--- config.mk ---
export PLATFORM = sky130hd
export DESIGN_NAME = reg_file_mp
export DESIGN_NICKNAME = d
export VERILOG_FILES = /design/src/rtl/reg_file_mp_pkg.sv /design/src/rtl/reg_file_clear_ctrl.sv /design/src/rtl/reg_file_mp.sv
export SDC_FILE = /design/constraint.sdc
export NUM_CORES = 2
export LEC_CHECK = 0
export BUFFER_PORTS_ARGS = -buffer_cell sky130_fd_sc_hd__buf_2
export CORE_UTILIZATION = 57
export DETAILED_ROUTE_END_ITERATION = 10
export PLACE_DENSITY = 0.76
export SYNTH_ARGS = -nofsm -noshare
export SYNTH_HDL_FRONTEND = slang
export SYNTH_SLANG_ARGS = --single-unit
--- constraint.sdc ---
create_clock -name clk -period 5.2 [get_ports clk]
set_clock_uncertainty 0.05 [all_clocks]
set_input_delay 1.04 -clock clk [delete_from_list [all_inputs] [get_ports clk]]
set_output_delay 1.04 -clock clk [all_outputs]
set_load 0.01 [all_outputs]
--- src/rtl/reg_file_mp_pkg.sv ---
// Shared widths, FSM encodings and a depth helper for the multi-port register file.
// Defaults here seed the parameters of reg_file_mp and reg_file_clear_ctrl.
package reg_file_mp_pkg;

  localparam int REG_FILE_XLEN       = 32;
  localparam int REG_FILE_ADDR_WIDTH = 5;
  localparam int RF_MAX_RD_PORTS     = 4;

  localparam logic RF_STATE_CLEAR = 1'b0;
  localparam logic RF_STATE_RUN   = 1'b1;

  typedef enum logic {
    ST_CLEAR = RF_STATE_CLEAR,
    ST_RUN   = RF_STATE_RUN
  } rf_state_e;

  function automatic int pow2(input int n);
    return 1 << n;
  endfunction

endpackage

--- src/rtl/reg_file_clear_ctrl.sv ---
// Post-reset clear sequencer: walks every entry once, then raises ready.
// Latency: ready rises exactly 2**ADDR_W cycles after rst deasserts.
// Backpressure: none; the top ignores writes and zeroes reads until ready.
module reg_file_clear_ctrl
  import reg_file_mp_pkg::*;
#(
  parameter int ADDR_W = REG_FILE_ADDR_WIDTH
) (
  input  logic              clk,
  input  logic              rst,
  output logic              clr_we,
  output logic [ADDR_W-1:0] clr_addr,
  output logic              ready
);

  localparam int              DEPTH = pow2(ADDR_W);
  localparam logic [ADDR_W:0] LAST  = (ADDR_W+1)'(DEPTH - 1);
  localparam logic [ADDR_W:0] ONE   = (ADDR_W+1)'(1);

  rf_state_e       state;
  // One extra bit so the terminal compare never sees a wrapped value.
  logic [ADDR_W:0] cnt;

  always_ff @(posedge clk) begin
    if (rst) begin
      state <= ST_CLEAR;
      cnt   <= '0;
      ready <= 1'b0;
    end else begin
      case (state)
        ST_CLEAR: begin
          cnt <= cnt + ONE;
          if (cnt == LAST) begin
            state <= ST_RUN;
            ready <= 1'b1;
          end
        end
        default: ;
      endcase
    end
  end

  assign clr_we   = (state == ST_CLEAR);
  assign clr_addr = cnt[ADDR_W-1:0];

endmodule

--- src/rtl/reg_file_mp.sv ---
// Multi-port register file: NUM_RD combinational reads, two prioritised writes (port 1 wins).
// Latency: reads 0 cycles, writes visible next cycle; optional forwarding via REG_FILE_BYPASS_EN.
// Backpressure: writes dropped and reads forced to 0 while ready is low after reset.
module reg_file_mp
  import reg_file_mp_pkg::*;
#(
  parameter int XLEN     = REG_FILE_XLEN,
  parameter int ADDR_W   = REG_FILE_ADDR_WIDTH,
  parameter int NUM_RD   = 2,
  parameter int ZERO_REG = 1
) (
  input  logic                     clk,
  input  logic                     rst,
  input  logic [NUM_RD*ADDR_W-1:0] rd_addr,
  output logic [NUM_RD*XLEN-1:0]   rd_data,
  input  logic                     we0,
  input  logic [ADDR_W-1:0]        wa0,
  input  logic [XLEN-1:0]          wd0,
  input  logic                     we1,
  input  logic [ADDR_W-1:0]        wa1,
  input  logic [XLEN-1:0]          wd1,
  output logic                     ready
);

  localparam int   DEPTH = pow2(ADDR_W);
  localparam logic ZR    = (ZERO_REG != 0);

  if (NUM_RD < 1 || NUM_RD > RF_MAX_RD_PORTS) begin : g_bad_num_rd
    $error("reg_file_mp: NUM_RD out of range");
  end

  logic [XLEN-1:0]   mem [DEPTH];
  logic              clr_we;
  logic [ADDR_W-1:0] clr_addr;
  logic              w0_en;
  logic              w1_en;
  logic              w0_live;

  reg_file_clear_ctrl #(
    .ADDR_W (ADDR_W)
  ) u_clear_ctrl (
    .clk      (clk),
    .rst      (rst),
    .clr_we   (clr_we),
    .clr_addr (clr_addr),
    .ready    (ready)
  );

  // Write qualifiers already exclude entry 0 when it is hardwired, so the
  // forwarding path below inherits the same rule for free.
  assign w0_en   = ready & we0 & ~(ZR & (wa0 == '0));
  assign w1_en   = ready & we1 & ~(ZR & (wa1 == '0));
  assign w0_live = w0_en & ~(w1_en & (wa0 == wa1));

  always_ff @(posedge clk) begin
    if (clr_we) begin
      mem[clr_addr] <= '0;
    end else begin
      if (w0_live) mem[wa0] <= wd0;
      if (w1_en)   mem[wa1] <= wd1;
    end
  end

  for (genvar i = 0; i < NUM_RD; i++) begin : g_rd
    logic [ADDR_W-1:0] ra;
    logic [XLEN-1:0]   arr_val;
    logic [XLEN-1:0]   byp_val;

    assign ra      = rd_addr[i*ADDR_W +: ADDR_W];
    assign arr_val = (ZR && (ra == '0)) ? '0 : mem[ra];

`ifdef REG_FILE_BYPASS_EN
    always_comb begin
      byp_val = arr_val;
      if (w1_en && (wa1 == ra))      byp_val = wd1;
      else if (w0_en && (wa0 == ra)) byp_val = wd0;
    end
`else
    assign byp_val = arr_val;
`endif

    assign rd_data[i*XLEN +: XLEN] = ready ? byp_val : '0;
  end

endmodule

==> metrics.txt <==
post-route ant nets 0; Hold Crit Class register to register; Final GP Congestion 0.955; # rows 116; Relative slew margins 0.235; Crit path top cell by count buf_4; sw power 0.00428 W; Starting Density 0.579; Post-synth EDFFs between 1000 and 1500; # setup viols final 0; Initial DRT Pass Iterations 9; number of synthesized register bits 1032; global route overflow 0; pwr dens 284 nW/um^2; DP Area 61100 sq um; Final Critical Period 4950 ps; CTS root buffer clkbuf_16; share of flip-flops with an asynchronous set or reset 0; Worst Hold Depth 2; Longest Clk Path Bufs 3; Critical R2R Launch u_clear_ctrl.ready; Max-cap violations 0; Slowest-stage cell, CP nor4_1; Clock Power Share 0.421; core area 101000 sq um; die width 322 microns; Hold Startpoint u_clear_ctrl.cnt[1]; Total Routing Usage GR 0.389; Via density ~7.4; Critical Path RT between 4000 and 5000 ps; initial antenna violation count 18; Area Overhead vs Synth 10.8%; Max stage delay on crit path around 650 ps; largest net degree at the start of global routing 65; multi-input logic area 25500 sq um; TNS Setup 0 ps; DR iter-0 viols approximately 8700; # fillers 6939; Synth area leaders edfxtp_1 (53%), mux4_2 (22%), o21ai_0 (8.9%); nature of the critical path endpoint output pin; Worst-Margin Slew 1150 ps; Reg area 30900 sq um; area leader, netlist edfxtp_1; Worst Path Class, Setup primary input to output pin; maximum VDD drop between 0.2 and 0.3 mV; post-synth top area share 0.528; Leak 22.0 nW; CTS tree done; syn nets 4860; layout cells sized above 1 0.247; Fmax achieved slightly above 0.2 GHz; synth unique cells 47; CTS Buf Count between 100 and 150; Critical Path Start Type primary input; Clock Latency Late Sink 690 ps; Final nets 4717; P_int 0.0140 W; launch point of the worst path rd_addr[5]; final hold vios 0; Worst Path Max Fanout 28; die area between 100000 and 150000 sq um; fin. max-slew vios 0; WL per Instance 33.1 microns; first-pass GRT wire length 288000 microns; routed wire length 201000 microns; PostCTS Resize Cnt 0; crit path DAT between 3000 and 4000 ps; yosys warns 0; register area share after synthesis 0.531; vias in the first global route 43200; clk slew on worst S/H paths 60 ps; status finished clean; die height 322 microns; Synth Instances between 4000 and 5000; CTS Hold Bufs 0; RSZ-0062 raised after global routing no; Synth Cell Area 58200 sq um; reg2reg path depth 6; Sw Share 0.234; setup repair bufs after CTS 0; Logic pwr share 0.078; Avg Cell Area, Syn 12.2 sq um; DR DRC count 0; Top Ports 153; H-tree lvl count 3; critical path cell sequence buf_8 -> buf_12 -> nor3_1 -> a21boi_4 -> buf_4 -> o21ai_0 -> nor4_1 -> buf_4 -> buf_2; period utilization 0.951; CTS Sinks 1032; commonest non-fill, non-tap cell in the layout o21ai_0; Detailed Place HPWL 119000 microns; cell area after layout 64500 sq um; Top FF cell, synth edfxtp_1; via count ~45000; commonest cells after routing, fill and taps aside o21ai_0 (1038), edfxtp_1 (1024), nand2_1 (999); Reg power frac 0.500; IO Port Bufs 152
==> power groups by stage <==
stage               Combinational (W)  Clock, W  Sequential, W
floorplan                    0.000871         0        0.00932
global placement              0.00134         0        0.00933
detailed placement            0.00136         0        0.00933
CTS                           0.00137   0.00768        0.00916
global route                  0.00144   0.00797        0.00916
finish                        0.00143   0.00771        0.00916
==> through the flow <==
step | util | hold slack [ps] | total power, W | std cells | setup WS, ps
after floorplan | - | 465 | 0.0102 | 4771 | 62.9
after global placement | 0.607 | 491 | 0.0107 | 5881 | 389
after detailed placement | 0.607 | 507 | 0.0107 | 5881 | 407
after CTS | 0.641 | 547 | 0.0182 | 6071 | 394
after global routing | 0.642 | 588 | 0.0186 | 6077 | 367
final | 0.642 | 557 | 0.0183 | 6078 | 254
==> worst paths after layout <==
kind / end / slack, ps
setup / recovery: rd_data[34] / 250
hold / removal: u_clear_ctrl.cnt[1] / 560
setup reg to reg: mem[22][25] / 1230
hold reg to reg: u_clear_ctrl.cnt[1] / 560
==> cells by family after synthesis <==
| logic type | share of synthesized area |
|---|---|
| AND/OR/NAND/NOR | 0.0890 |
| AO/OA/AOI/OAI | 0.109 |
| flip-flops | 0.531 |
| buffers and inverters | 0.0465 |
| multiplexers | 0.223 |
| XOR/XNOR | 0.00150 |
| adder cells (fa/ha/maj) | 0.000215 |
==> area by class of cell <==
cell class / count / area share
Antenna cell: 7 / 0.000271
Clock buffer: 124 / 0.0418
Clock inverter: 66 / 0.0112
Inverter: 38 / 0.00221
Multi-Input combinational cell: 3096 / 0.394
Sequential cell: 1032 / 0.479
Tap cell: 1357 / 0.0263
Timing Repair Buffer: 358 / 0.0448
==> Yosys cell counts, types with 2 or more instances <==
library cell,instances
a2111o_1,3
a211oi_1,2
a21boi_2,2
a21oi_1,13
a2bb2oi_1,31
a31oi_1,20
a32o_1,2
and2_1,2
buf_1,14
buf_2,80
buf_4,37
buf_6,4
clkbuf_1,450
clkbuf_2,20
dfxtp_1,8
edfxtp_1,1024
inv_1,38
mux4_2,576
nand2_1,1002
nand2b_1,2
nand3_1,42
nand3b_1,4
nor2_1,171
nor2b_1,6
nor3_1,4
nor4_1,62
o2111ai_1,4
o211a_1,2
o21ai_0,1038
o21ai_1,17
o22ai_1,66
or3_1,2
xnor2_1,3
xor2_1,7
==> flip-flops by register name, summed over array words and instances (netlist names) <==
name	cells
mem	1024
u_clear_ctrl.cnt	6
u_clear_ctrl.ready	1
u_clear_ctrl.state	1
==> critical path, delay by kind of cell <==
family / cells / cell delay [ps]
compound gates: 2 / 740
buf+inv: 5 / 1270
simple gates: 2 / 770
==> metal layers <==
layer  global-route usage  vias to the layer above  routed length [microns]
li1                     -                    17900                        -
met1                0.505                    21200                    61700
met2                0.567                     4610                    86700
met3                0.147                     1008                    38300
met4                0.214                       14                    14200
met5                    0                        -                       80
Power figures use the tool's default switching activity.
